### config.mk
export PLATFORM = sky130hd
export DESIGN_NAME = prog_loader
export DESIGN_NICKNAME = d
export VERILOG_FILES = /design/src/rtl/prog_loader.sv
export SDC_FILE = /design/constraint.sdc
export NUM_CORES = 1
export LEC_CHECK = 0
export CAP_MARGIN = 20
export CELL_PAD_IN_SITES_DETAIL_PLACEMENT = 0
export CELL_PAD_IN_SITES_GLOBAL_PLACEMENT = 1
export CORE_MARGIN = 2
export CORE_UTILIZATION = 32
export CTS_CLUSTER_DIAMETER = 60
export CTS_CLUSTER_SIZE = 16
export DETAILED_ROUTE_END_ITERATION = 8
export HOLD_SLACK_MARGIN = 0.12
export PLACE_DENSITY_LB_ADDON = 0.1
export SLEW_MARGIN = 40
export SYNTH_ARGS = -nofsm -noshare
export SYNTH_HDL_FRONTEND = slang
export SYNTH_SLANG_ARGS = --single-unit
### constraint.sdc
create_clock -name clk -period 2.03 [get_ports clk]
set_clock_uncertainty 0.05 [all_clocks]
set_input_delay 0.3045 -clock clk [delete_from_list [all_inputs] [get_ports clk]]
set_output_delay 0.3045 -clock clk [all_outputs]
set_load 0.01 [all_outputs]
### src/rtl/prog_loader.sv
// Program loader: streams instruction words into instruction memory, then releases the CPU.
// Optional running XOR checksum of loaded words is enabled by defining PROG_LOADER_CHECKSUM_EN.
//
// state | meaning
// IDLE  | waiting for load_start, CPU held
// LOAD  | accepting words, writing imem one cycle after acceptance
// RUN   | program loaded, CPU released until cpu_halt_req
// ERR   | empty program or overflow, waits for a new load_start
module prog_loader #(
   parameter int INSTR_W = 16,
   parameter int ADDR_W  = 8
) (
   input  logic               clk,
   input  logic               rst_n,
   input  logic               load_start,
   input  logic [INSTR_W-1:0] din,
   input  logic               din_valid,
   output logic               din_ready,
   input  logic               load_done,
   input  logic               cpu_halt_req,
   output logic               imem_we,
   output logic [ADDR_W-1:0]  imem_addr,
   output logic [INSTR_W-1:0] imem_wdata,
   output logic               cpu_run,
   output logic [ADDR_W:0]    word_count,
   output logic               load_err,
   output logic [INSTR_W-1:0] checksum
);

   typedef enum logic [1:0] {S_IDLE, S_LOAD, S_RUN, S_ERR} state_t;

   localparam logic [ADDR_W:0] WORD_CAP = {1'b1, {ADDR_W{1'b0}}};
   localparam logic [ADDR_W:0] ONE      = {{ADDR_W{1'b0}}, 1'b1};

   state_t              state_q, state_d;
   logic [ADDR_W:0]     count_q, count_d;
   logic                we_q, we_d;
   logic [ADDR_W-1:0]   addr_q, addr_d;
   logic [INSTR_W-1:0]  wdata_q, wdata_d;
   logic                accept;
   logic                clear_sess;

   always_comb begin
      state_d    = state_q;
      count_d    = count_q;
      we_d       = 1'b0;
      addr_d     = addr_q;
      wdata_d    = wdata_q;
      accept     = 1'b0;
      clear_sess = 1'b0;
      case (state_q)
         S_IDLE: begin
            if (load_start) begin
               state_d    = S_LOAD;
               clear_sess = 1'b1;
            end
         end
         S_LOAD: begin
            // a restart wins over everything else arriving in the same cycle
            if (load_start) begin
               clear_sess = 1'b1;
            end else if (din_valid && (count_q == WORD_CAP)) begin
               state_d = S_ERR;
            end else begin
               accept = din_valid;
               if (accept) begin
                  we_d    = 1'b1;
                  addr_d  = count_q[ADDR_W-1:0];
                  wdata_d = din;
                  count_d = count_q + ONE;
               end
               if (load_done) begin
                  state_d = ((count_q != '0) || accept) ? S_RUN : S_ERR;
               end
            end
         end
         S_RUN: begin
            if (cpu_halt_req) state_d = S_IDLE;
         end
         S_ERR: begin
            if (load_start) begin
               state_d    = S_LOAD;
               clear_sess = 1'b1;
            end
         end
         default: state_d = S_IDLE;
      endcase
      if (clear_sess) count_d = '0;
   end

   always_ff @(posedge clk or negedge rst_n) begin
      if (!rst_n) begin
         state_q <= S_IDLE;
         count_q <= '0;
         we_q    <= 1'b0;
         addr_q  <= '0;
         wdata_q <= '0;
      end else begin
         state_q <= state_d;
         count_q <= count_d;
         we_q    <= we_d;
         addr_q  <= addr_d;
         wdata_q <= wdata_d;
      end
   end

`ifdef PROG_LOADER_CHECKSUM_EN
   logic [INSTR_W-1:0] sum_q, sum_d;

   always_comb begin
      sum_d = sum_q;
      if (clear_sess) sum_d = '0;
      else if (accept) sum_d = sum_q ^ din;
   end

   always_ff @(posedge clk or negedge rst_n) begin
      if (!rst_n) sum_q <= '0;
      else        sum_q <= sum_d;
   end

   assign checksum = sum_q;
`else
   assign checksum = '0;
`endif

   assign din_ready  = (state_q == S_LOAD);
   assign cpu_run    = (state_q == S_RUN);
   assign load_err   = (state_q == S_ERR);
   assign imem_we    = we_q;
   assign imem_addr  = addr_q;
   assign imem_wdata = wdata_q;
   assign word_count = count_q;

endmodule
Yosys cells after proc, flatten, opt, wreduce, memory -nomap -nowiden
Cells that the tools add are included.

$add $sub $neg: 1. Equality and inequality tests: 10. Mux-type cells: 18. Bitwise logic cells: 2. Reductions and logical operators: 11.

Operators with widths (number): two-way mux 9 bit (5); AND reduction 4 bit (3); two-way mux 2 bit (5); adder 9 x 1 -> 9 bit (second input constant) (1); equality test 9 bit (second input constant) (1); nonzero test 9 bit (1); two-way mux 1 bit (7); != test 2 bit (second input constant) (3); case mux 2 bit (3 select lines) (1); equality test 2 bit (second input constant) (2); != test 2 x 1 -> 1 bit (second input constant) (2); nonzero test 2 bit (2); != test 3 x 1 -> 1 bit (second input constant) (1); OR reduction 3 bit (1); equality test 2 x 1 -> 1 bit (second input constant) (1); zero test 2 bit (1); inverter 1 bit (2); OR reduction 2 bit (1); logical AND 1 bit (1); logical OR 1 bit (1).

Register bits after elaboration: 36. Input port bits: 22. Output and inout bits: 53. Word-level logic and storage cells: 47.

Logic depth before layout (Yosys ltp)
Gate-level depths: netlist of run 1.

Word-level depth: 7. Depth in mapped cells: 7. Gate-level depth less buffers: 6.

Worst setup path after synthesis of run 1
No wires, ideal clock.

Path kind: register to register. Start point: register count_q[0] (netlist: word_count[0]). End point: register state_q[1]. Library setup time: 125 ps. Data arrival time: 1731 ps. Data required time: 1855 ps. Setup slack: 123 ps. Cell stages (with the launch flop): 7. Buffers on the path: 0. Clock period less this slack: 1907 ps. Path through: dfrtp_1 inv_1 ha_1 nor3b_1 nand3_1 a221o_1 mux2_4.

Cells in the longest elaborated chain, start to end: 5. Elaborated cells between the ends (all ways): 7. Those cells by class: eq/ne: 2; mux: 3; reduce/logical: 2.

Ends and longest elaborated chain: start: declaration (line 36) `logic [ADDR_W:0] count_q, count_d;`; start signal: assignment (line 100) `count_q <= count_d;`; equality test 9 bit (*) (line 62) `end else if (din_valid && (count_q == WORD_CAP)) begin`; logical AND 1 bit (*) (line 62); two-way mux 2 bit (line 62); two-way mux 2 bit (line 60) `if (load_start) begin`; case mux 2 bit (3 select lines) (line 51) `case (state_q)`; end signal: assignment (line 99) `state_q <= state_d;`; end: declaration (line 35) `state_t state_q, state_d;`.

Mark *: on every way between the ends. The rest lies on a longest branch, timed or not. The select of a mux whose other input is x is not followed. A chain may end at the register's enable or synchronous reset.

Final worst setup path of run 1
Start point: register state_q[1]. End point: output port din_ready.

Cells in the longest elaborated chain, start to end: 1.

Ends and longest elaborated chain: equality test 2 x 1 -> 1 bit (line 126) `assign din_ready = (state_q == S_LOAD);`; end: declaration (line 18) `output logic din_ready,`.

Every way passes these cells.

==> impl_metrics.sql, run 1 <==
INSERT INTO impl_metrics (metric_group, metric, value, unit) VALUES
('grt', 'grt_util_all_layers', '12.9', '%'),
('sta', 'timing_hold_violations_final', '0', ''),
('critical_path', 'setup.reg_to_reg.worst_slack', '0.12', 'ns'),
('power', 'p_leak', '1.15', 'nW'),
('critical_path', 'reg2reg_depth', '7', ''),
('floorplan', 'core_area', '5200', 'um^2'),
('cts', 'cts_tree', 'built', ''),
('synth', 'syn_area', '1760', 'um^2'),
('drt', 'vias_per_cell', '4.51', ''),
('synth', 'synth_enable_flop_cells', '0', ''),
('power', 'sequential_power_share', '37.7', '%'),
('synth', 'synth_area_leaders', 'dfrtp_1, mux2_2, buf_4, ha_1, mux2i_1', ''),
('sta', 'setup_tns', '0', 'ns'),
('grt', 'global_route.overflow_total', '0', ''),
('synth', 'synth_top_cell_by_area', 'dfrtp_1', ''),
('sta', 'layout_worst_path_cycle_share', '94.1', '%'),
('finish', 'syn2layout_area_growth', '45.5', '%'),
('synth', 'post_synth.cell_area_avg', '12.5', 'um^2'),
('drt', 'via_count', '1291', ''),
('grt', 'grt_antenna_before_repair', '0', ''),
('cts', 'clkSlewWorstSetupHoldPaths', '0.07', 'ns'),
('drt', 'drt_pass_1_iters', '2', ''),
('synth', 'synth_seq_cells', '36', ''),
('synth', 'number_of_warnings_issued_by_yosys', '0', ''),
('finish', 'layout.cells.non_filler', '286', ''),
('drt', 'wire_per_inst', '12.8', 'um'),
('synth', 'sequential_share_of_the_synthesized_area', '51.3', '%'),
('power', 'peak_ir_drop_on_the_vdd_network', '0.404', 'mV'),
('grt', 'grt_start_max_net_pins', '37', ''),
('finish', 'num_antenna_cells', '0', ''),
('sta', 'grt_setup_unrepaired', 'false', ''),
('cts', 'cts-root-to-sink-buffers', '2', ''),
('finish', 'post_route_cells_drive_above_1_share', '23.1', '%'),
('critical_path', 'r2r_end', 'state_q[1]', ''),
('synth', 'netlist-cell-type-count', '31', ''),
('critical_path', 'crit_end_element', 'primary output', ''),
('critical_path', 'start_kind', 'flop', ''),
('sta', 'clock.fmax', '524', 'MHz'),
('power', 'combinationalPowerShare', '43.4', '%'),
('critical_path', 'crit-reg2reg-launch', 'word_count[1]', ''),
('sta', 'fin_crit', '1.91', 'ns'),
('critical_path', 'required_time_at_the_endpoint_of_the_critical_path', '1.68', 'ns'),
('drt', 'drt_first_iter_violations', '56', ''),
('drt', 'count_of_unresolved_drc_violations_after_routing', '0', ''),
('sta', 'setup_viol', '0', ''),
('critical_path', 'cp_data_arrival_time', '1.56', 'ns'),
('power', 'power-per-cell-area', '1080', 'nW/um^2'),
('power', 'power.internal', '0.00192', 'W'),
('cts', 'total_clock_buffers_created_by_cts', '5', ''),
('synth', 'synth.top_cells.by_count', 'dfrtp_1, mux2_2, buf_4, nand2_1, ha_1', ''),
('flow_run', 'maxCapViolations', '0', ''),
('floorplan', 'design.portCount', '75', ''),
('synth', 'synthesis.instances', '141', ''),
('synth', 'synth_most_common_cell', 'dfrtp_1', ''),
('power', 'clkPwrFrac', '18.8', '%'),
('critical_path', 'critical_path_peak_fanout', '5', ''),
('drt', 'drt.antenna.violating_nets', '0', ''),
('worst_hold_path', 'hold_wc_path_type', 'input port to asynchronous set/reset pin', ''),
('power', 'switching_power', '0.000829', 'W'),
('grt', 'first_pass_grt_wire_length', '6130', 'um'),
('cts', 'worstSkewPairLatency', '0.28', 'ns'),
('cts', 'cts_htree_levels', '2', ''),
('cts', 'clockRootBuffer', 'clkbuf_8', ''),
('status', 'run_status', 'finished, final reports clean', ''),
('synth', 'synth-async-reset-ratio', '100', '%'),
('grt', 'vias_in_the_first_global_route', '1298', ''),
('synth', 'synth_top_area_share', '51.3', '%'),
('synth', 'synth_flop_cell', 'dfrtp_1', ''),
('drt', 'wl', '3650', 'um'),
('power', 'netSwitchingFraction', '30.1', '%'),
('floorplan', 'floorplan.initialDensity', '33.8', '%'),
('place', 'portBuffers', '58', ''),
('finish', 'layout.nets', '244', ''),
('critical_path', 'worstSetupPathType', 'flop to primary output', ''),
('sta', 'final_max_slew_viol_count', '0', ''),
('floorplan', 'die_w', '78.1', 'um'),
('place', 'hpwl', '2780', 'um'),
('floorplan', 'fp.dieH', '78.1', 'um'),
('floorplan', 'num_rows', '26', ''),
('cts', 'clock-sinks', '36', ''),
('floorplan', 'fp.dieArea', '6100', 'um^2'),
('place', 'dp_cells', '277', ''),
('place', 'gp_congestion', '0.741', '');
-- layer usage --
| layer | GRT usage (%) | part of all wire [%] | up-vias |
|---|---|---|---|
| met4 | 5.26 | 1.5 | 0 |
| met3 | 4.14 | 8.0 | 6 |
| met2 | 21.1 | 48 | 47 |
| met5 | 0 | 0 | - |
| li1 | - | - | 601 |
| met1 | 15.7 | 42 | 637 |
-- cell families (layout without fill, tap and decap cells) --
kind of cell,after synthesis,in the layout,share of synthesized area [%]
compound gates,8,8,3.49
xor+xnor,3,3,1.50
fa+ha+maj,7,7,4.99
buf+inv,26,86,9.62
flops,36,36,51.3
mux,31,31,19.7
other cells,1,16,0.213
simple gates,29,29,9.26
-- cell type report --
| type | instances | area (um^2) |
|---|---|---|
| multi-input combinational | 94 | 754 |
| clock buffer | 6 | 82.6 |
| fill | 478 | 2650 |
| sequential | 36 | 901 |
| clock inverter | 2 | 10.0 |
| timing repair buffer | 72 | 698 |
| inverter | 6 | 22.5 |
| tap | 70 | 87.6 |
-- layout by cell type (no fill, tap or decap), types with 2 or more instances in the layout --
| master | instances |
|---|---|
| clkdlybuf4s50_1 | 57 |
| conb_1 | 16 |
| xnor2_1 | 3 |
| mux2_2 | 24 |
| nor2_1 | 3 |
| nand4_1 | 4 |
| nor3_1 | 2 |
| clkbuf_8 | 6 |
| buf_4 | 13 |
| clkinv_2 | 2 |
| nor2b_1 | 2 |
| ha_1 | 6 |
| nand3_1 | 3 |
| inv_1 | 6 |
| dfrtp_1 | 36 |
| nand2_1 | 9 |
| mux2i_1 | 6 |
-- stage by stage --
step                      utilization (%)  hold slack [ns]  area (um^2)  setup slack [ns]  total power, W
after floorplan                         -          -0.0411         1810             0.124         0.00165
after global placement               47.0            0.376         2450             0.122         0.00223
after detailed placement             47.0            0.389         2450            0.0778         0.00227
after CTS                            49.0            0.462         2550            0.0800         0.00280
after global routing                 49.1            0.479         2560            0.0103         0.00295
final                                49.1            0.456         2560             0.120         0.00275
-- registers in the layout (all words and copies together) (netlist names) --
name	flops
imem_wdata	16
word_count	9
imem_addr	8
state_q	2
imem_we	1
-- how the worst max path moves through the flow --
stage	start	end	slack, ns	cells past startpoint
2_1_floorplan	word_count[0]	state_q[1]	0.12	6
3_3_place_gp	word_count[1]	state_q[1]	0.12	7
3_5_place_dp	din_valid	imem_addr[6]	0.08	5
4_1_cts	state_q[1]	din_ready	0.08	3
5_1_grt	state_q[1]	din_ready	0.01	3
6_report	state_q[1]	din_ready	0.12	3
-- power by group through the flow --
stage          clock [W]  combinational [W]  sequential, W
6_report        0.000519            0.00120        0.00104
5_1_grt         0.000575            0.00130        0.00108
4_1_cts         0.000541            0.00121        0.00104
3_5_place_dp           0            0.00121        0.00106
3_3_place_gp           0            0.00119        0.00104
2_1_floorplan          0           0.000499        0.00115
-- critical path, stage by stage, from the launching register on --
cell and delay (ns):
dfrtp_1 0.43, inv_1 0.10, ha_2 0.20, clkdlybuf4s50_1 0.54
-- what timing repair did --
action,CTS,global route
hold buffers,1,0
gates resized for setup,0,1
buffers inserted,0,0
endpoints found under the hold margin,36,0
setup endpoints to repair,0,1
(Power assumes the default switching activity.)
==> inputs of run 2 (changes only) <==
--- a/config.mk
+++ b/config.mk
@@ -6,13 +6,14 @@
 export NUM_CORES = 1
 export LEC_CHECK = 0
 export CAP_MARGIN = 20
-export CELL_PAD_IN_SITES_DETAIL_PLACEMENT = 0
+export CELL_PAD_IN_SITES_DETAIL_PLACEMENT = 1
 export CELL_PAD_IN_SITES_GLOBAL_PLACEMENT = 1
 export CORE_MARGIN = 2
-export CORE_UTILIZATION = 32
+export CORE_UTILIZATION = 47
 export CTS_CLUSTER_DIAMETER = 60
 export CTS_CLUSTER_SIZE = 16
 export DETAILED_ROUTE_END_ITERATION = 8
+export DONT_BUFFER_PORTS = 1
 export HOLD_SLACK_MARGIN = 0.12
 export PLACE_DENSITY_LB_ADDON = 0.1
 export SLEW_MARGIN = 40
==> impl_metrics.sql, run 2 (same netlist as run 1, synthesis figures left out) <==
INSERT INTO impl_metrics (metric_group, metric, value, unit) VALUES
('status', 'run_status', 'finished, final reports clean', ''),
('sta', 'setup_ws', '0.136', 'ns'),
('critical_path', 'setup.reg_to_reg.worst_slack', '0.14', 'ns'),
('sta', 'setup_viol', '0', ''),
('power', 'p_leak', '1.01', 'nW'),
('sta', 'final_max_slew_viol_count', '0', ''),
('sta', 'timing_hold_violations_final', '0', ''),
('floorplan', 'num_rows', '22', ''),
('critical_path', 'delay_of_the_slowest_cell_on_the_worst_path', '0.39', 'ns'),
('worst_hold_path', 'hold_wc_path_type', 'input port to flop', ''),
('worst_hold_path', 'hold-path-cell-count', '1', ''),
('critical_path', 'crit_end_element', 'flop', ''),
('place', 'portBuffers', '0', ''),
('finish', 'largest_reg_flops', '16', ''),
('critical_path', 'crit-reg2reg-launch', 'word_count[1]', ''),
('drt', 'wire_per_inst', '16.9', 'um'),
('floorplan', 'design.portCount', '75', ''),
('drt', 'drt.antenna.violating_nets', '0', ''),
('cts', 'worstSkewPairLatency', '0.28', 'ns'),
('worst_hold_path', 'hold_path.startpoint', 'din[14]', ''),
('critical_path', 'reg2reg_depth', '7', ''),
('grt', 'grt_start_max_net_pins', '37', ''),
('grt', 'vias_in_the_first_global_route', '1148', ''),
('critical_path', 'timing.critical_path.slowest_stage_cell', 'a221o_1', ''),
('critical_path', 'start_kind', 'flop', ''),
('floorplan', 'floorplan.initialDensity', '48.3', '%'),
('sta', 'setup_tns', '0', 'ns'),
('floorplan', 'fp.dieH', '65.1', 'um'),
('drt', 'count_of_unresolved_drc_violations_after_routing', '0', ''),
('drt', 'vias_per_cell', '5.07', ''),
('finish', 'post_route_cells_drive_above_1_share', '27.0', '%'),
('critical_path', 'cp_data_arrival_time', '2.01', 'ns'),
('cts', 'cts_tree', 'built', ''),
('finish', 'num_antenna_cells', '0', ''),
('finish', 'layout.nets', '202', ''),
('finish', 'syn2layout_area_growth', '21.2', '%'),
('cts', 'post_cts_resized', '0', ''),
('finish', 'layout.cells.most_common_list', 'dfrtp_1, mux2_2, conb_1, dlygate4sd3_1, buf_4', ''),
('sta', 'grt_setup_unrepaired', 'false', ''),
('flow_run', 'maxCapViolations', '0', ''),
('grt', 'global_route.overflow_total', '0', ''),
('cts', 'holdBufCountCts', '9', ''),
('finish', 'mostFrequentLayoutCell', 'dfrtp_1', ''),
('drt', 'wl', '3760', 'um'),
('place', 'dp_cells', '197', ''),
('floorplan', 'die_w', '65.1', 'um'),
('cts', 'total_clock_buffers_created_by_cts', '5', ''),
('critical_path', 'r2r_end', 'state_q[1]', ''),
('place', 'hpwl', '2600', 'um'),
('grt', 'grt_antenna_before_repair', '0', ''),
('sta', 'clock.fmax', '528', 'MHz'),
('drt', 'drt_first_iter_violations', '39', ''),
('critical_path', 'critical_path_peak_fanout', '3', ''),
('power', 'power-per-cell-area', '1120', 'nW/um^2'),
('drt', 'drt_pass_1_iters', '3', ''),
('finish', 'layout.cells.non_filler', '222', ''),
('cts', 'clockRootBuffer', 'clkbuf_8', ''),
('floorplan', 'fp.dieArea', '4240', 'um^2'),
('worst_hold_path', 'endpoint_worst_hold', 'imem_wdata[14]', ''),
('finish', 'fill_cells', '380', ''),
('cts', 'clkSlewWorstSetupHoldPaths', '0.07', 'ns'),
('floorplan', 'core_area', '3630', 'um^2'),
('critical_path', 'required_time_at_the_endpoint_of_the_critical_path', '2.15', 'ns'),
('critical_path', 'worstPathCellList', 'inv_1 > ha_1 > nor3b_1 > buf_4 > nand3_1 > a221o_1 > mux2_4', ''),
('grt', 'first_pass_grt_wire_length', '5880', 'um'),
('sta', 'fin_crit', '1.89', 'ns'),
('cts', 'cts-root-to-sink-buffers', '2', ''),
('critical_path', 'worstSetupPathType', 'flop to flop', ''),
('place', 'post_placement_setup_slack', '0.140', 'ns'),
('place', 'gp_congestion', '0.776', ''),
('grt', 'grt_util_all_layers', '18.8', '%'),
('cts', 'cts_htree_levels', '2', ''),
('cts', 'cts_post_setup_buffers_inserted', '0', ''),
('cts', 'clock-sinks', '36', ''),
('sta', 'layout_worst_path_cycle_share', '93.3', '%'),
('power', 'peak_ir_drop_on_the_vdd_network', '0.525', 'mV'),
('drt', 'via_count', '1125', '');
-- run 2: cell types whose count changed in the layout (fill, tap and decap cells not counted), sizes merged --
cell / change
clkbuf: +2
dlygate4sd3: +15
clkinv: -2
clkdlybuf4s50: -57
-- run 2: layout make-up --
| type | instances | area, um^2 | share of cell area (%) |
|---|---|---|---|
| Clock buffer | 8 | 90.1 | 4.23 |
| Inverter | 6 | 22.5 | 1.06 |
| Multi-Input combinational cell | 94 | 752 | 35.3 |
| Sequential cell | 36 | 901 | 42.3 |
| Tap cell | 48 | 60.1 | 2.82 |
| Timing Repair Buffer | 30 | 303 | 14.2 |
-- run 2: worst max path at each step --
stage / startpoint / to / cells after the start
2_1_floorplan: word_count[0] / state_q[1] / 6
5_1_grt: word_count[1] / state_q[1] / 7
3_3_place_gp: word_count[1] / state_q[1] / 7
3_5_place_dp: state_q[1] / imem_wdata[5] / 6
4_1_cts: word_count[1] / state_q[1] / 7
6_report: word_count[1] / state_q[1] / 7
-- run 2: routing by layer --
metal,share of wire (%),global-route usage (%),vias to the layer above
met5,0,0,-
li1,-,-,515
met2,50,30.9,46
met1,41,23.1,559
met4,1.2,6.25,0
met3,7.5,6.68,5
-- run 2: power by group --
| part | switching (W) | total [W] | leakage (nW) | internal, W |
|---|---|---|---|---|
| Combinational | 0.000325 | 0.000706 | 0.497 | 0.000381 |
| Clock | 0.000232 | 0.000508 | 0.0455 | 0.000276 |
| Sequential | 0.000231 | 0.00116 | 0.466 | 0.000929 |
| Total | 0.000787 | 0.00237 | 1.01 | 0.00159 |
-- run 2: worst max-delay path, delay by kind of cell (launching register included) --
| kind | cells | cell delay (ns) |
|---|---|---|
| AND/OR/NAND/NOR | 2 | 0.28 |
| multiplexers | 1 | 0.31 |
| buffers and inverters | 2 | 0.25 |
| adder cells (fa/ha/maj) | 1 | 0.13 |
| flip-flops | 1 | 0.37 |
| AO/OA/AOI/OAI | 1 | 0.39 |
-- run 2: metrics by stage --
step	util, %	area, um^2	hold slack [ns]	power [W]
final	58.6	2130	0.134	0.00237
after global routing	58.6	2130	0.129	0.00254
after CTS	56.4	2050	0.121	0.00240
after detailed placement	51.1	1860	-0.0401	0.00185
after global placement	51.1	1860	-0.0403	0.00179
after floorplan	-	1810	-0.0411	0.00165
